<file path="src/rtl/hazard_pkg.sv">
// Shared types and constants for the pipeline hazard controller.
package hazard_pkg;

    localparam int unsigned CNT_W  = 3;
    localparam logic [4:0]  REG_X0 = 5'd0;

    typedef enum logic [1:0] {
        RUN        = 2'd0,
        LOAD_STALL = 2'd1,
        REDIRECT   = 2'd2,
        MEM_WAIT   = 2'd3
    } state_t;

endpackage

</file>
<file path="src/rtl/hazard_ctrl_if.sv">
// Hazard info / pipeline control bundle between the pipeline (master) and hazard_ctrl (slave).
// Optional HAZARD_PERF_EN adds the stall/flush performance counters.
interface hazard_ctrl_if #(
    parameter int unsigned XLEN = 32
);
    logic [4:0]      id_rs1;
    logic [4:0]      id_rs2;
    logic            id_uses_rs2;
    logic [4:0]      ex_rd;
    logic            ex_mem_read;
    logic            ex_branch_taken;
    logic            ex_jal;
    logic            ex_jalr;
    logic [XLEN-1:0] ex_target;
    logic            dmem_req;
    logic            dmem_ready;
    logic            pc_write;
    logic            if_id_write;
    logic            if_id_flush;
    logic            id_flush;
    logic            ex_mem_stall;
    logic            pc_sel;
    logic [XLEN-1:0] pc_target;
`ifdef HAZARD_PERF_EN
    logic [31:0]     perf_stall_cnt;
    logic [31:0]     perf_flush_cnt;
`endif

    modport master (
        output id_rs1, id_rs2, id_uses_rs2, ex_rd, ex_mem_read,
               ex_branch_taken, ex_jal, ex_jalr, ex_target, dmem_req, dmem_ready,
        input  pc_write, if_id_write, if_id_flush, id_flush, ex_mem_stall,
               pc_sel, pc_target
`ifdef HAZARD_PERF_EN
        , input perf_stall_cnt, perf_flush_cnt
`endif
    );

    modport slave (
        input  id_rs1, id_rs2, id_uses_rs2, ex_rd, ex_mem_read,
               ex_branch_taken, ex_jal, ex_jalr, ex_target, dmem_req, dmem_ready,
        output pc_write, if_id_write, if_id_flush, id_flush, ex_mem_stall,
               pc_sel, pc_target
`ifdef HAZARD_PERF_EN
        , output perf_stall_cnt, perf_flush_cnt
`endif
    );

endinterface

</file>
<file path="src/rtl/hazard_detect.sv">
// Combinational decoder for the three hazard events: load-use, redirect and dmem wait.
module hazard_detect
    import hazard_pkg::*;
(
    input  logic [4:0] i_id_rs1,
    input  logic [4:0] i_id_rs2,
    input  logic       i_id_uses_rs2,
    input  logic [4:0] i_ex_rd,
    input  logic       i_ex_mem_read,
    input  logic       i_ex_branch_taken,
    input  logic       i_ex_jal,
    input  logic       i_ex_jalr,
    input  logic       i_dmem_req,
    input  logic       i_dmem_ready,
    output logic       o_load_use,
    output logic       o_redirect,
    output logic       o_mwait
);

    logic w_rs1_hit;
    logic w_rs2_hit;

    assign w_rs1_hit  = (i_ex_rd == i_id_rs1);
    assign w_rs2_hit  = i_id_uses_rs2 && (i_ex_rd == i_id_rs2);
    assign o_load_use = i_ex_mem_read && (i_ex_rd != REG_X0) && (w_rs1_hit || w_rs2_hit);
    assign o_redirect = i_ex_branch_taken || i_ex_jal || i_ex_jalr;
    assign o_mwait    = i_dmem_req && !i_dmem_ready;

endmodule

</file>
<file path="src/rtl/hazard_ctrl.sv">
// Pipeline hazard controller: Mealy FSM sequencing load-use stalls, redirect flushes and dmem freezes.
// Optional HAZARD_PERF_EN adds saturating stall/flush cycle counters.
module hazard_ctrl
    import hazard_pkg::*;
#(
    parameter int unsigned FLUSH_CYCLES      = 2,
    parameter int unsigned LOAD_STALL_CYCLES = 1,
    parameter int unsigned XLEN              = 32
) (
    input  logic          clk,
    input  logic          rst_n,
    hazard_ctrl_if.slave  hz
);

    state_t           r_state;
    state_t           r_ret;
    logic [CNT_W-1:0] r_cnt;

    state_t           w_eff_state;
    state_t           w_next_state;
    state_t           w_next_ret;
    logic [CNT_W-1:0] w_next_cnt;
    logic             w_load_use;
    logic             w_redirect;
    logic             w_mwait;

    hazard_detect u_detect (
        .i_id_rs1          (hz.id_rs1),
        .i_id_rs2          (hz.id_rs2),
        .i_id_uses_rs2     (hz.id_uses_rs2),
        .i_ex_rd           (hz.ex_rd),
        .i_ex_mem_read     (hz.ex_mem_read),
        .i_ex_branch_taken (hz.ex_branch_taken),
        .i_ex_jal          (hz.ex_jal),
        .i_ex_jalr         (hz.ex_jalr),
        .i_dmem_req        (hz.dmem_req),
        .i_dmem_ready      (hz.dmem_ready),
        .o_load_use        (w_load_use),
        .o_redirect        (w_redirect),
        .o_mwait           (w_mwait)
    );

    always_ff @(posedge clk or negedge rst_n) begin
        if (!rst_n) begin
            r_state <= RUN;
            r_ret   <= RUN;
            r_cnt   <= '0;
        end else begin
            r_state <= w_next_state;
            r_ret   <= w_next_ret;
            r_cnt   <= w_next_cnt;
        end
    end

    always_comb begin
        // The cycle the wait ends, the pipeline advances, so act as the saved state would.
        w_eff_state     = (r_state == MEM_WAIT && !w_mwait) ? r_ret : r_state;
        w_next_state    = r_state;
        w_next_ret      = r_ret;
        w_next_cnt      = r_cnt;
        hz.pc_write     = 1'b1;
        hz.if_id_write  = 1'b1;
        hz.if_id_flush  = 1'b0;
        hz.id_flush     = 1'b0;
        hz.ex_mem_stall = 1'b0;
        hz.pc_sel       = 1'b0;
        hz.pc_target    = '0;

        if (w_mwait) begin
            hz.pc_write     = 1'b0;
            hz.if_id_write  = 1'b0;
            hz.ex_mem_stall = 1'b1;
            w_next_state    = MEM_WAIT;
            if (r_state != MEM_WAIT) begin
                w_next_ret = r_state;
            end
        end else begin
            w_next_state = w_eff_state;
            unique case (w_eff_state)
                RUN, LOAD_STALL: begin
                    if (w_redirect) begin
                        hz.pc_sel      = 1'b1;
                        hz.pc_target   = hz.ex_target;
                        hz.if_id_flush = 1'b1;
                        hz.id_flush    = 1'b1;
                        if (FLUSH_CYCLES > 1) begin
                            w_next_state = REDIRECT;
                            w_next_cnt   = CNT_W'(FLUSH_CYCLES - 1);
                        end else begin
                            w_next_state = RUN;
                            w_next_cnt   = '0;
                        end
                    end else if (w_eff_state == LOAD_STALL) begin
                        hz.pc_write    = 1'b0;
                        hz.if_id_write = 1'b0;
                        hz.id_flush    = 1'b1;
                        if (r_cnt <= CNT_W'(1)) begin
                            w_next_state = RUN;
                            w_next_cnt   = '0;
                        end else begin
                            w_next_cnt = r_cnt - CNT_W'(1);
                        end
                    end else if (w_load_use) begin
                        hz.pc_write    = 1'b0;
                        hz.if_id_write = 1'b0;
                        hz.id_flush    = 1'b1;
                        if (LOAD_STALL_CYCLES > 1) begin
                            w_next_state = LOAD_STALL;
                            w_next_cnt   = CNT_W'(LOAD_STALL_CYCLES - 1);
                        end
                    end
                end
                REDIRECT: begin
                    hz.if_id_flush = 1'b1;
                    hz.id_flush    = 1'b1;
                    if (r_cnt <= CNT_W'(1)) begin
                        w_next_state = RUN;
                        w_next_cnt   = '0;
                    end else begin
                        w_next_cnt = r_cnt - CNT_W'(1);
                    end
                end
                default: begin
                    w_next_state = RUN;
                    w_next_cnt   = '0;
                end
            endcase
        end

        if (!rst_n) begin
            hz.pc_write     = 1'b0;
            hz.if_id_write  = 1'b0;
            hz.if_id_flush  = 1'b1;
            hz.id_flush     = 1'b1;
            hz.ex_mem_stall = 1'b0;
            hz.pc_sel       = 1'b0;
            hz.pc_target    = '0;
        end
    end

`ifdef HAZARD_PERF_EN
    logic [31:0] r_perf_stall;
    logic [31:0] r_perf_flush;

    always_ff @(posedge clk or negedge rst_n) begin
        if (!rst_n) begin
            r_perf_stall <= '0;
            r_perf_flush <= '0;
        end else begin
            if (!hz.pc_write && r_perf_stall != '1) begin
                r_perf_stall <= r_perf_stall + 32'd1;
            end
            if (hz.id_flush && r_perf_flush != '1) begin
                r_perf_flush <= r_perf_flush + 32'd1;
            end
        end
    end

    assign hz.perf_stall_cnt = r_perf_stall;
    assign hz.perf_flush_cnt = r_perf_flush;
`endif

endmodule

</file>
<file path="src/flat_wrapper.sv">
// flat-port wrapper written by rule: the top's interface ports become plain ports
module hazard_ctrl_flat import hazard_pkg::*;
#(
    parameter int unsigned FLUSH_CYCLES      = 2,
    parameter int unsigned LOAD_STALL_CYCLES = 1,
    parameter int unsigned XLEN              = 32
)
  (clk, rst_n, hz_id_rs1, hz_id_rs2, hz_id_uses_rs2, hz_ex_rd, hz_ex_mem_read, hz_ex_branch_taken, hz_ex_jal, hz_ex_jalr, hz_ex_target, hz_dmem_req, hz_dmem_ready, hz_pc_write, hz_if_id_write, hz_if_id_flush, hz_id_flush, hz_ex_mem_stall, hz_pc_sel, hz_pc_target);
  hazard_ctrl_if #(.XLEN(XLEN)) hz_i ();
  input  logic clk;
  input  logic rst_n;
  input wire logic [$bits(hz_i.id_rs1)-1:0] hz_id_rs1;
  input wire logic [$bits(hz_i.id_rs2)-1:0] hz_id_rs2;
  input wire logic [$bits(hz_i.id_uses_rs2)-1:0] hz_id_uses_rs2;
  input wire logic [$bits(hz_i.ex_rd)-1:0] hz_ex_rd;
  input wire logic [$bits(hz_i.ex_mem_read)-1:0] hz_ex_mem_read;
  input wire logic [$bits(hz_i.ex_branch_taken)-1:0] hz_ex_branch_taken;
  input wire logic [$bits(hz_i.ex_jal)-1:0] hz_ex_jal;
  input wire logic [$bits(hz_i.ex_jalr)-1:0] hz_ex_jalr;
  input wire logic [$bits(hz_i.ex_target)-1:0] hz_ex_target;
  input wire logic [$bits(hz_i.dmem_req)-1:0] hz_dmem_req;
  input wire logic [$bits(hz_i.dmem_ready)-1:0] hz_dmem_ready;
  output wire logic [$bits(hz_i.pc_write)-1:0] hz_pc_write;
  output wire logic [$bits(hz_i.if_id_write)-1:0] hz_if_id_write;
  output wire logic [$bits(hz_i.if_id_flush)-1:0] hz_if_id_flush;
  output wire logic [$bits(hz_i.id_flush)-1:0] hz_id_flush;
  output wire logic [$bits(hz_i.ex_mem_stall)-1:0] hz_ex_mem_stall;
  output wire logic [$bits(hz_i.pc_sel)-1:0] hz_pc_sel;
  output wire logic [$bits(hz_i.pc_target)-1:0] hz_pc_target;
  assign hz_i.id_rs1 = hz_id_rs1;
  assign hz_i.id_rs2 = hz_id_rs2;
  assign hz_i.id_uses_rs2 = hz_id_uses_rs2;
  assign hz_i.ex_rd = hz_ex_rd;
  assign hz_i.ex_mem_read = hz_ex_mem_read;
  assign hz_i.ex_branch_taken = hz_ex_branch_taken;
  assign hz_i.ex_jal = hz_ex_jal;
  assign hz_i.ex_jalr = hz_ex_jalr;
  assign hz_i.ex_target = hz_ex_target;
  assign hz_i.dmem_req = hz_dmem_req;
  assign hz_i.dmem_ready = hz_dmem_ready;
  assign hz_pc_write = hz_i.pc_write;
  assign hz_if_id_write = hz_i.if_id_write;
  assign hz_if_id_flush = hz_i.if_id_flush;
  assign hz_id_flush = hz_i.id_flush;
  assign hz_ex_mem_stall = hz_i.ex_mem_stall;
  assign hz_pc_sel = hz_i.pc_sel;
  assign hz_pc_target = hz_i.pc_target;
  hazard_ctrl #(.FLUSH_CYCLES(FLUSH_CYCLES), .LOAD_STALL_CYCLES(LOAD_STALL_CYCLES), .XLEN(XLEN)) u_core (.clk(clk), .rst_n(rst_n), .hz(hz_i));
endmodule
</file>
<file path="config.mk">
export PLATFORM = sky130hd
export DESIGN_NAME = hazard_ctrl_flat
export DESIGN_NICKNAME = d
export VERILOG_FILES = /design/src/rtl/hazard_pkg.sv /design/src/rtl/hazard_ctrl_if.sv /design/src/rtl/hazard_detect.sv /design/src/rtl/hazard_ctrl.sv /design/src/flat_wrapper.sv
export SDC_FILE = /design/constraint.sdc
export NUM_CORES = 1
export LEC_CHECK = 0
export CAP_MARGIN = 20
export CORE_ASPECT_RATIO = 0.6
export CORE_UTILIZATION = 26
export CTS_CLUSTER_SIZE = 25
export DETAILED_ROUTE_END_ITERATION = 16
export GPL_TIMING_DRIVEN = 0
export PLACE_DENSITY = 0.86
export SLEW_MARGIN = 20
export SYNTH_ARGS = -nofsm -noshare
export SYNTH_HDL_FRONTEND = slang
export SYNTH_HIERARCHICAL = 1
export SYNTH_SLANG_ARGS = --single-unit
</file>
<file path="constraint.sdc">
create_clock -name clk -period 1.9 [get_ports clk]
set_clock_uncertainty 0.15 [all_clocks]
set_input_delay 0.38 -clock clk [delete_from_list [all_inputs] [get_ports clk]]
set_output_delay 0.38 -clock clk [all_outputs]
set_load 0.05 [all_outputs]
</file>
==> out/results.env, run 1 <==
CTS_MADE_BUFFERS=3
SYNTH.AVG_CELL_AREA_SQ_UM=7.99
DETAIL_ROUTE.VIAS_PER_CELL=4.81
SYN_TO_FINAL_GROWTH_PCT=187
GRT_ANTENNA_BEFORE_REPAIR=0
LAYOUT.NETS=303
REPORT.FINAL.SETUP_VIOL=38
SYNTH_TOP_FAMILY_BY_AREA='simple AND/OR/NAND/NOR gates'
DPL-INSTANCE-AREA_SQ_UM=2070
CELL_INTERNAL_PWR_mW=1.19
DIE_WIDTH_UM=79.1
DRT-TOTAL-WL_MM=5.14
CP_DATA_ARRIVAL_TIME_NS=1.99
DIODES=0
PLACED_CELLS=254
LAYOUT_MIN_CYCLE_TIME_NS=2.52
CP_CELL_SEQUENCE='buf_8 > or4_4 > o21ai_2 > a21oi_2 > buf_4 > nor4bb_4 > o21ai_2 > buf_6'
POST_SYNTH_FA_HA_MAJ_AREA_FRACTION=0.0270
PRE_CTS_WS_NS=-1.57
MOST_FREQUENT_CELL_ON_THE_CRITICAL_PATH='sky130_fd_sc_hd__o21ai_2'
VDD_IR_DROP_MAX_V=0.000656
LAYOUT.CELL_AREA.NON_FILLER_SQ_UM=2660
WORSTSKEWPAIRLATENCY_NS=0.23
CPPEAKSTAGEDELAY_NS=0.53
DIE-AREA_SQ_UM=3820
ASYNC_FLOP_SHARE=1.00
PLACE.DETAILED.HPWL_MM=3.03
LEVELS_ON_CRIT_PATH=8
GRT_MAX_DEGREE=11
YOSYS_WARNINGS=6
TOP_FF_CELL_SYNTH='sky130_fd_sc_hd__dfrtp_1'
FIRST_PASS_ITERS=4
GRT.TOTAL_USAGE=0.236
ACHIEVABLE-FREQUENCY_GHz=0.397
PATH_CLK_SLEW_NS=0.04
WORST_PIN_SLEW_NS=0.386
DIE_HEIGHT_UM=48.3
TIMING_HOLD_VIOLATIONS_FINAL=0
SHARE_COMB_OF_TOTAL_POWER=0.780
START_UTIL=0.279
CRITICALPATHCATEGORY='in2out'
SLOWEST_STAGE='sky130_fd_sc_hd__or4_4'
POST_SYNTH_AND_OR_NAND_NOR_AREA_FRACTION=0.441
WORSTPATHBUFFERINVERTERCOUNT=3
SEQUENTIALPOWERSHARE=0.123
TIMING_MAX_TRANSITION_VIOLATIONS_FINAL=0
RSZ0062_AT_GRT='yes'
TOTAL_NUMBER_OF_VIAS=1390
POSTLAYOUTSETUPSLACKWORST_NS=-0.618
CTS_HTREE_LEVELS=1
FINAL_REPLACE_WEIGHTED_CONGESTION=0.817
MULTIINPUTGATEAREA_SQ_UM=933
CRITPATHCAPTURETYPE='output port'
CTS_TREE='yes'
PATH_DELAY_FAMILY='simple AND/OR/NAND/NOR gates'
MIN_PATH_CELLS=1
POST_SYNTH_MUX_AREA_SHARE=0.0108
AREA.SEQUENTIAL_SQ_UM=178
CLOCK_TREE.ROOT_CELL='sky130_fd_sc_hd__clkbuf_8'
HP-CLASS='reg2reg'
MAX_CAP_VIOLATIONS=0
WORST-PATH-MAX-FANOUT=2
SYNTH-EDFF-COUNT=0
FINALCRITPERIODSHARE=1.33
POST_SYNTH_NUM_CELL_TYPES=38
DRT_FIRST_ITER_VIOLATIONS=25
SYNTH.NET_COUNT=174
POWER.SWITCHING_FRACTION=0.449
CELLLEAKAGEPOWER_nW=1.21
SYNTH_XOR_AREA_FRAC=0.104
NETSWITCHINGPOWER_uW=969
STDCELL_COUNT=289
POST_LAYOUT_UTIL=0.801
ROW_COUNT=16
FILL_CELLS=215
COMPOUND_CELL_AREA_SHARE_OF_THE_YOSYS_NETLIST=0.169
CORE-AREA_SQ_UM=3320
NUMPORTBUFFERS=93
FIRST_PASS_GRT_WIRE_LENGTH_MM=6.64
SYN-CELL-AREA_SQ_UM=927
PIN_COUNT=94
POST_ROUTE_CELLS_DRIVE_ABOVE_1_SHARE=0.611
SYNTH_SEQ_CELLS=7
DRC=0
GRT.OVERFLOW.TOTAL=0
NUMBER_OF_GLOBAL_ROUTE_VIAS_BEFORE_REPAIR=1279
POST_SYNTH_INST_COUNT=116
WORST-R2R-CELL-COUNT=5
SYNTH.YOSYS.SEQ_AREA_SHARE=0.189
RELSLEWSLACK=0.743
OUTCOME='finished with violations'
POSTROUTEANTENNANETS=0
CTS_BUFFER_DEPTH=2
CLOCK-SINKS=7
FAILED_CHECKS='negative setup slack'
WORST_SETUP_PATH_START_KIND='input pin'
POWER.CLOCK.FRACTION=0.096
POWER-PER-CELL-AREA_nW_PER_UM2=810
CRITICAL_PATH_REQUIRED_TIME_NS=1.37
WL_PER_CELL_UM=17.8
[logic make-up after synthesis]
logic type               count (synthesis)
flip-flops                               7
XOR/XNOR                                11
AO/OA/AOI/OAI                           20
adder cells (fa/ha/maj)                  2
multiplexers                             1
AND/OR/NAND/NOR                         64
buffers and inverters                   11
[timing repair]
action	in CTS	in global routing
endpoints found under the setup margin	40	39
setup buffers	17	12
gates resized for setup	376	15
pin swaps	48	6
gates cloned	3	0
endpoints found under the hold margin	7	0
hold buffers	1	0
[metrics by stage]
step	hold slack (ns)	total power, mW	setup TNS (ns)
5_1_grt	0.446	2.25	-13.52
3_5_place_dp	0.405	1.51	-56.75
2_1_floorplan	-0.0656	1.12	-1.08
4_1_cts	0.410	2.02	-10.69
6_report	0.417	2.16	-11.91
3_3_place_gp	0.395	1.48	-55.60
[layout by cell type, fill, tap and decap left out, drive strengths merged, types with 3 or more instances in the layout]
cell type / synthesis / final
and2: 34 / 34
xor2: 7 / 7
a21oi: 4 / 4
nor2: 9 / 9
dfrtp: 7 / 7
clkbuf: 2 / 5
nor4bb: 3 / 3
buf: 4 / 82
inv: 5 / 5
clkdlybuf4s50: 0 / 37
xnor2: 4 / 4
dlygate4sd2: 0 / 6
nand2b: 3 / 3
o21ai: 7 / 7
nor3: 3 / 3
[registers in the layout (all words and copies together) (netlist names)]
| name | cells |
|---|---|
| u_core/r_ret | 2 |
| u_core/r_cnt | 3 |
| u_core/r_state | 2 |
[power by group through the flow]
stage / Combinational, mW / Clock (mW) / Sequential [mW]
2_1_floorplan: 0.869 / 0 / 0.254
3_3_place_gp: 1.21 / 0 / 0.269
3_5_place_dp: 1.24 / 0 / 0.272
4_1_cts: 1.55 / 0.212 / 0.261
5_1_grt: 1.76 / 0.219 / 0.273
6_report: 1.68 / 0.208 / 0.266
[synthesized netlist by cell type (all sizes together) (3+ instances only)]
cell    count  area, sq um
a21oi       4         20.0
and2       34          213
buf         4         28.8
dfrtp       7          175
inv         5         18.8
nand2b      3         18.8
nor2        9         33.8
nor3        3         15.0
nor4bb      3         45.0
o21ai       7         35.0
xnor2       4         35.0
xor2        7         61.3
[final cells by class]
type / instances / area share
inverter: 5 / 0.00799
multi-input combinational: 98 / 0.351
tap: 45 / 0.0212
timing repair buffer: 125 / 0.508
clock inverter: 1 / 0.00188
sequential: 7 / 0.0668
buffer: 5 / 0.0277
clock buffer: 3 / 0.0155
[worst paths after layout]
| kind | startpoint | to | slack, ns |
|---|---|---|---|
| setup reg to reg | u_core/r_state[0] | u_core/r_cnt[1] | 0 |
| min in group asynchronous | rst_n | u_core/r_cnt[1] | 0.57 |
| setup / recovery | hz_ex_rd[1] | hz_id_flush | -0.62 |
| hold / removal | u_core/r_cnt[0] | u_core/r_cnt[0] | 0.42 |
| hold reg to reg | u_core/r_cnt[0] | u_core/r_cnt[0] | 0.42 |
| max in group asynchronous | rst_n | u_core/r_state[0] | 0.76 |
[routing by layer]
layer	GRT usage	part of all wire	up-vias
li1	-	-	649
met1	0.285	0.37	672
met2	0.440	0.54	63
met4	0.0764	0.0099	0
met3	0.0523	0.081	6
met5	0	0	-
Power figures use the tool's default switching activity.
==> run 2: changes to the inputs <==
--- a/config.mk
+++ b/config.mk
@@ -6,13 +6,13 @@
 export NUM_CORES = 1
 export LEC_CHECK = 0
 export CAP_MARGIN = 20
-export CORE_ASPECT_RATIO = 0.6
 export CORE_UTILIZATION = 26
 export CTS_CLUSTER_SIZE = 25
 export DETAILED_ROUTE_END_ITERATION = 16
 export GPL_TIMING_DRIVEN = 0
 export PLACE_DENSITY = 0.86
-export SLEW_MARGIN = 20
+export SKIP_LAST_GASP = 1
+export SLEW_MARGIN = 10
 export SYNTH_ARGS = -nofsm -noshare
 export SYNTH_HDL_FRONTEND = slang
 export SYNTH_HIERARCHICAL = 1
==> run 2 against run 1 <==
The flow still finishes with violations (negative setup slack). Non-clock buffer count decreased by 4. Critical path type unchanged. Register-to-register slack better by 0.02 ns. Largest power group unchanged. Die area is 0.20% lower. Cell count down 1.0%. Worst hold slack improved by 0.0082 ns. Sequential share of layout area is 0.099 points higher. Design area is 1.5% lower. Sequential power decreased by 2%. Via count is 2.7% lower. Critical endpoint is now hz_pc_write. Sequential cell count is the same. Critical path depth stayed put.
==> out/results.env, run 2 (synthesis results as in run 1) <==
CLOCK-SINKS=7  # unchanged
MOST-COMMON-LAYOUT-CELLS='sky130_fd_sc_hd__buf_8 (39), sky130_fd_sc_hd__clkdlybuf4s50_1 (37), sky130_fd_sc_hd__and2_4 (33), sky130_fd_sc_hd__buf_4 (16), sky130_fd_sc_hd__buf_6 (15)'
PATH_CLK_SLEW_NS=0.06  # +0.02 ns
CTS_MADE_BUFFERS=3  # unchanged
REPORT.FINAL.SETUP_VIOL=38  # unchanged
TIMING_MAX_TRANSITION_VIOLATIONS_FINAL=0  # unchanged
LAYOUT_MIN_CYCLE_TIME_NS=2.41  # -0.111 ns
PRE_CTS_WS_NS=-1.53  # +0.0412 ns
LAYOUT.CELLS.MOST_COMMON='sky130_fd_sc_hd__buf_8'
NUMPORTBUFFERS=93  # unchanged
POST_LAYOUT_UTIL=0.780  # -0.0211
POSTROUTEANTENNANETS=0  # unchanged
RSZ0062_AT_GRT='yes'
FIRST_PASS_GRT_WIRE_LENGTH_MM=5.85  # -12%
DIODES=0  # unchanged
DRC=0  # unchanged
WORST_PIN_SLEW_NS=0.327  # -0.0586 ns
GRT.TOTAL_USAGE=0.214  # -0.0223
HOLD_END='u_core/r_cnt[0]'
CRITICAL_PATH_REQUIRED_TIME_NS=1.37  # about the same
DIE_HEIGHT_UM=61.7  # +28%
ROW_COUNT=21  # +5
FINAL.SETUP.TNS_NS=-11.85  # +0.0659 ns
GRT_ANTENNA_BEFORE_REPAIR=0  # unchanged
FAILED_CHECKS='negative setup slack'
MIN_PATH_CELLS=1  # unchanged
WORST-PATH-MAX-FANOUT=2  # unchanged
CORE-AREA_SQ_UM=3360  # +1.2%
FINALCRITPERIODSHARE=1.27  # -0.0586
OUTCOME='finished with violations'
DRT_FIRST_ITER_VIOLATIONS=39  # +56%
POST_ROUTE_CELLS_DRIVE_ABOVE_1_SHARE=0.600  # -0.0107
NUMBER_OF_GLOBAL_ROUTE_VIAS_BEFORE_REPAIR=1236  # -3.4%
SYN_TO_FINAL_GROWTH_PCT=183
TOP_REGISTER='u_core/r_cnt'
WL_PER_CELL_UM=16.9  # -5.1%
CP_DATA_ARRIVAL_TIME_NS=1.88  # -0.11 ns
POSTLAYOUTSETUPSLACKWORST_NS=-0.506  # +0.111 ns
LARGEST_REGISTER_FF_COUNT=3  # unchanged
CLOCK_TREE.ROOT_CELL='sky130_fd_sc_hd__clkbuf_4'
TOTAL_NUMBER_OF_VIAS=1352  # -2.7%
HP-CLASS='reg2reg'
REG2REG_SETUP_SLACK_NS=0.02  # +0.02 ns
DETAIL_ROUTE.VIAS_PER_CELL=4.73  # -1.7%
DIE-AREA_SQ_UM=3810  # -0.20%
FIRST_PASS_ITERS=4  # unchanged
ACHIEVABLE-FREQUENCY_GHz=0.416  # +4.6%
GRT_MAX_DEGREE=11  # unchanged
STDCELL_COUNT=286  # -1.0%
CELLLEAKAGEPOWER_nW=1.18  # -2.5%
DRT-TOTAL-WL_MM=4.83  # -6.1%
CRITPATHCAPTURETYPE='output port'
RR_ENDPOINT='u_core/r_cnt[1]'
START_UTIL=0.276  # -0.00332
POWER_mW=2.04  # -5.4%
PIN_COUNT=94  # unchanged
CRITICALPATHCATEGORY='in2out'
VDD_IR_DROP_MAX_V=0.000692  # +5.5%
MAX_CAP_VIOLATIONS=0  # unchanged
CTS_BUFFER_DEPTH=2  # unchanged
DIE_WIDTH_UM=61.7  # -22%
LAYOUT.NETS=299  # -1.3%
FINAL_REPLACE_WEIGHTED_CONGESTION=0.802  # -1.8%
PLACED_CELLS=255  # +0.39%
REG_TOP3='u_core/r_cnt x3, u_core/r_ret x2, u_core/r_state x2'
POWER-PER-CELL-AREA_nW_PER_UM2=778  # -4.0%
CRIT-REG2REG-LAUNCH='u_core/r_state[0]'
TIMING_HOLD_VIOLATIONS_FINAL=0  # unchanged
WORSTSKEWPAIRLATENCY_NS=0.25  # +0.02 ns
HOLD_PATH_STARTPOINT='u_core/r_cnt[0]'
CTS_TREE='yes'
WORST-R2R-CELL-COUNT=5  # unchanged
CTS_HTREE_LEVELS=1  # unchanged
PLACE.DETAILED.HPWL_MM=2.85  # -6.1%
RELSLEWSLACK=0.779  # +0.0361
WORST_SETUP_PATH_START_KIND='input pin'
GRT.OVERFLOW.TOTAL=0  # unchanged
## run 2: layer usage
layer,vias up,routed length (um),part of all wire,track usage
met2,56,2730,0.56,0.425
met3,6,321,0.066,0.0373
met1,648,1710,0.35,0.218
met4,0,72,0.015,0.0857
li1,642,-,-,-
met5,-,0,0,0
## run 2: where the power goes
group          internal (mW)  total, mW  switching, mW
clock network         0.0802      0.135         0.0545
registers              0.203      0.262         0.0593
logic                  0.831       1.64          0.812
total                   1.11       2.04          0.926
## run 2: what timing repair did
action / in CTS / in global routing
endpoints found under the hold margin: 7 / 0
buffers inserted: 14 / 8
pin swaps: 44 / 18
gates cloned: 4 / 0
hold buffers: 1 / 0
setup endpoints to repair: 40 / 39
resized for setup: 372 / 18
## run 2: final cells by class
type	count	area [sq um]
Buffer	6	88.8
Sequential cell	7	178
Clock buffer	4	26.3
Inverter	5	21.3
Fill cell	200	741
Timing Repair Buffer	120	1320
Multi-Input combinational cell	98	930
Tap cell	46	57.6
## run 2: worst max-delay path, cell delays in order
cell,delay [ns]
sky130_fd_sc_hd__buf_8,0.10
sky130_fd_sc_hd__or4_4,0.52
sky130_fd_sc_hd__o21ai_2,0.16
sky130_fd_sc_hd__a21oi_2,0.05
sky130_fd_sc_hd__or2b_1,0.25
sky130_fd_sc_hd__a21oi_4,0.16
sky130_fd_sc_hd__buf_6,0.12
sky130_fd_sc_hd__buf_8,0.13
## run 2: worst max-delay path by stage
stage,from,to,slack [ns]
2_1_floorplan,hz_ex_rd[2],hz_pc_write,-0.51
3_3_place_gp,hz_ex_rd[2],hz_pc_write,-1.51
3_5_place_dp,rst_n,hz_pc_target[6],-1.53
4_1_cts,hz_ex_rd[4],hz_pc_write,-0.52
5_1_grt,hz_ex_rd[3],hz_id_flush,-0.56
6_report,hz_ex_rd[4],hz_pc_write,-0.51
## run 2: metrics by stage
step	cell area [sq um]	hold slack (ns)
finish	2620	0.426
global route	2620	0.439
CTS	2510	0.412
detailed placement	2080	0.405
global placement	2080	0.391
floorplan	1090	-0.0656
==> run 3: changes to the inputs <==
==> constraint.sdc (replaced) <==
create_clock -name clk -period 2 [get_ports clk]
set_clock_uncertainty 0.15 [all_clocks]
set_input_delay 0.4 -clock clk [delete_from_list [all_inputs] [get_ports clk]]
set_output_delay 0.4 -clock clk [all_outputs]
set_load 0.05 [all_outputs]
==> run 3 against run 2 <==
First-iteration DRC count is 18% lower. Sequential cell count unchanged. The run still ends with negative setup slack left. Global-route usage grew 0.38 points. Critical endpoint unchanged. Clock-buffer cell count unchanged. Sequential power down 6%. Worst hold slack got worse by 0.020 ns. Highest routed layer unchanged. Critical path depth is the same. Cell count up 0.35%. Total power is 5.3% lower. Via count is 1.3% lower.
==> out/results.env, run 3 (synthesis results as in run 1) <==
HP-CLASS='reg2reg'
CRIT-REG2REG-LAUNCH='u_core/r_state[0]'
FAILED_CHECKS='negative setup slack'
NETSWITCHINGPOWER_uW=876  # -5.4%
TIMING_HOLD_VIOLATIONS_FINAL=0  # unchanged
POWER_mW=1.93  # -5.3%
CTS_BUFFER_DEPTH=2  # unchanged
SEQUENTIALPOWERSHARE=0.127  # -0.002
SYN_TO_FINAL_GROWTH_PCT=180
SHARE_COMB_OF_TOTAL_POWER=0.808  # +0.003
LAYOUT_MIN_CYCLE_TIME_NS=2.44
POST_ROUTE_CELLS_DRIVE_ABOVE_1_SHARE=0.602  # +0.00166
CLOCK_TREE.ROOT_CELL='sky130_fd_sc_hd__clkbuf_4'
REG_TOP3='u_core/r_cnt x3, u_core/r_ret x2, u_core/r_state x2'
DIE_WIDTH_UM=61.7  # unchanged
WL_PER_CELL_UM=16.2  # -3.9%
DETAIL_ROUTE.VIAS_PER_CELL=4.65  # -1.7%
MIN_PATH_CELLS=1  # unchanged
GRT.TOTAL_USAGE=0.218  # +0.00375
WORST-R2R-CELL-COUNT=5  # unchanged
CTS_TREE='yes'
WORST_PIN_SLEW_NS=0.349  # +0.0215 ns
RSZ0062_AT_GRT='yes'
POWER.SWITCHING_FRACTION=0.454  # about the same
DRT-TOTAL-WL_MM=4.65  # -3.6%
VDD_IR_DROP_MAX_V=0.000627  # -9.4%
PRE_CTS_WS_NS=-1.56  # -0.0286 ns
DIE-AREA_SQ_UM=3810  # unchanged
HOLD-WORST-SLACK_NS=0.405  # -0.0204 ns
FINALCRITPERIODSHARE=1.22
PATH_CLK_SLEW_NS=0.05  # about the same
CRITICALPATHCATEGORY='in2out'
HOLD_END='u_core/r_cnt[0]'
FINAL_REPLACE_WEIGHTED_CONGESTION=0.788  # -1.8%
RR_ENDPOINT='u_core/r_cnt[1]'
OUTCOME='finished with violations'
POSTROUTEANTENNANETS=0  # unchanged
CORE-AREA_SQ_UM=3360  # unchanged
CP_DATA_ARRIVAL_TIME_NS=1.89  # about the same
MOST-COMMON-LAYOUT-CELLS='sky130_fd_sc_hd__buf_8 (40), sky130_fd_sc_hd__clkdlybuf4s50_1 (37), sky130_fd_sc_hd__and2_4 (33), sky130_fd_sc_hd__buf_4 (18), sky130_fd_sc_hd__buf_6 (14)'
PIN_COUNT=94  # unchanged
ROW_COUNT=21  # unchanged
REPORT.FINAL.SETUP_VIOL=36  # -5.3%
REG2REG_SETUP_SLACK_NS=0.18  # +0.16 ns
FIRST_PASS_GRT_WIRE_LENGTH_MM=6.00  # +2.6%
HOLD_PATH_STARTPOINT='u_core/r_cnt[0]'
CRITPATHCAPTURETYPE='output port'
START_UTIL=0.276  # unchanged
CELL_INTERNAL_PWR_mW=1.05  # -5.3%
TOP_REGISTER='u_core/r_cnt'
LAYOUT.CELLS.MOST_COMMON='sky130_fd_sc_hd__buf_8'
WORST_SETUP_PATH_START_KIND='input pin'
WORST-PATH-MAX-FANOUT=2  # unchanged
NUMBER_OF_GLOBAL_ROUTE_VIAS_BEFORE_REPAIR=1316  # +6.5%
PLACED_CELLS=255  # unchanged
DRT_FIRST_ITER_VIOLATIONS=32  # -18%
CELLLEAKAGEPOWER_nW=1.17  # -0.74%
POWER.CLOCK.FRACTION=0.065  # about the same
DRC=0  # unchanged
GRT_MAX_DEGREE=10  # -1
CLOCK-SINKS=7  # unchanged
NUMPORTBUFFERS=93  # unchanged
DPL-INSTANCE-AREA_SQ_UM=2050  # -1.3%
PLACE.DETAILED.HPWL_MM=2.89  # +1.5%
TIMING_MAX_TRANSITION_VIOLATIONS_FINAL=0  # unchanged
FIRST_PASS_ITERS=4  # unchanged
CTS_MADE_BUFFERS=3  # unchanged
POSTLAYOUTSETUPSLACKWORST_NS=-0.445  # +0.0613 ns
LAYOUT.CELL_AREA.NON_FILLER_SQ_UM=2600  # -1.0%
ACHIEVABLE-FREQUENCY_GHz=0.409
POWER-PER-CELL-AREA_nW_PER_UM2=744  # -4.4%
STDCELL_COUNT=287  # +0.35%
LAYOUT.NETS=300  # +0.33%
CTS_HTREE_LEVELS=1  # unchanged
DIODES=0  # unchanged
RELSLEWSLACK=0.767  # -0.0114
LARGEST_REGISTER_FF_COUNT=3  # unchanged
WORSTSKEWPAIRLATENCY_NS=0.25  # about the same
CRITICAL_PATH_REQUIRED_TIME_NS=1.45  # +0.08 ns
MAX_CAP_VIOLATIONS=0  # unchanged
TOTAL_NUMBER_OF_VIAS=1334  # -1.3%
DIE_HEIGHT_UM=61.7  # unchanged
GRT.OVERFLOW.TOTAL=0  # unchanged
GRT_ANTENNA_BEFORE_REPAIR=0  # unchanged
-- run 3: cell count changes in the layout (fill, tap and decap cells not counted), sizes merged --
cell / delta
clkdlybuf4s15: -4
buf: +3
dlygate4sd2: +2
-- run 3: how the worst max path moves through the flow --
| stage | cells after the start | start | slack (ns) | end |
|---|---|---|---|---|
| CTS | 8 | hz_ex_rd[4] | -0.45 | hz_pc_write |
| finish | 8 | hz_ex_rd[4] | -0.44 | hz_pc_write |
| detailed placement | 6 | rst_n | -1.56 | hz_pc_target[19] |
| floorplan | 6 | hz_ex_rd[2] | -0.45 | hz_pc_write |
| global placement | 6 | rst_n | -1.51 | hz_pc_target[20] |
| global route | 8 | hz_ex_rd[4] | -0.46 | hz_pc_write |
-- run 3: layout make-up --
cell class                      instances  area, sq um
Timing Repair Buffer                  122         1330
Multi-Input combinational cell         98          921
Fill cell                             200          767
Sequential cell                         7          178
Buffer                                  5         67.6
Tap cell                               46         57.6
Clock buffer                            4         26.3
Inverter                                5         21.3
-- run 3: critical path, cell delays in order --
cell and delay [ns]:
sky130_fd_sc_hd__buf_8 0.10, sky130_fd_sc_hd__or4_4 0.52, sky130_fd_sc_hd__o21ai_2 0.14, sky130_fd_sc_hd__a21oi_2 0.06, sky130_fd_sc_hd__or2b_1 0.26, sky130_fd_sc_hd__a21oi_4 0.17, sky130_fd_sc_hd__buf_6 0.11, sky130_fd_sc_hd__buf_8 0.13
-- run 3: repair_timing --
item                                    in CTS  in global routing
gates resized for setup                    381                 16
endpoints found under the hold margin        7                  0
hold buffers                                 1                  0
endpoints found under the setup margin      40                 38
cloned                                       3                  0
pin swaps                                   50                  7
setup buffers                               21                  6
-- run 3: per-layer routing --
metal / routed length [um] / GRT usage / vias up
li1: - / - / 642
met1: 1720 / 0.227 / 635
met2: 2610 / 0.436 / 49
met3: 233 / 0.0269 / 8
met4: 87 / 0.0857 / 0
met5: 0 / 0 / -
-- run 3: power by group through the flow --
stage          sequential, mW  clock (mW)  combinational, mW
6_report                0.245       0.125               1.56
5_1_grt                 0.253       0.141               1.64
4_1_cts                 0.243       0.134               1.47
3_5_place_dp            0.253           0               1.16
3_3_place_gp            0.251           0               1.13
2_1_floorplan           0.240           0              0.813
-- run 3: per-stage QoR --
stage	setup TNS, ns	utilization
2_1_floorplan	-0.854	-
3_3_place_gp	-53.70	0.609
3_5_place_dp	-55.20	0.609
4_1_cts	-7.66	0.751
5_1_grt	-8.70	0.772
6_report	-6.54	0.772
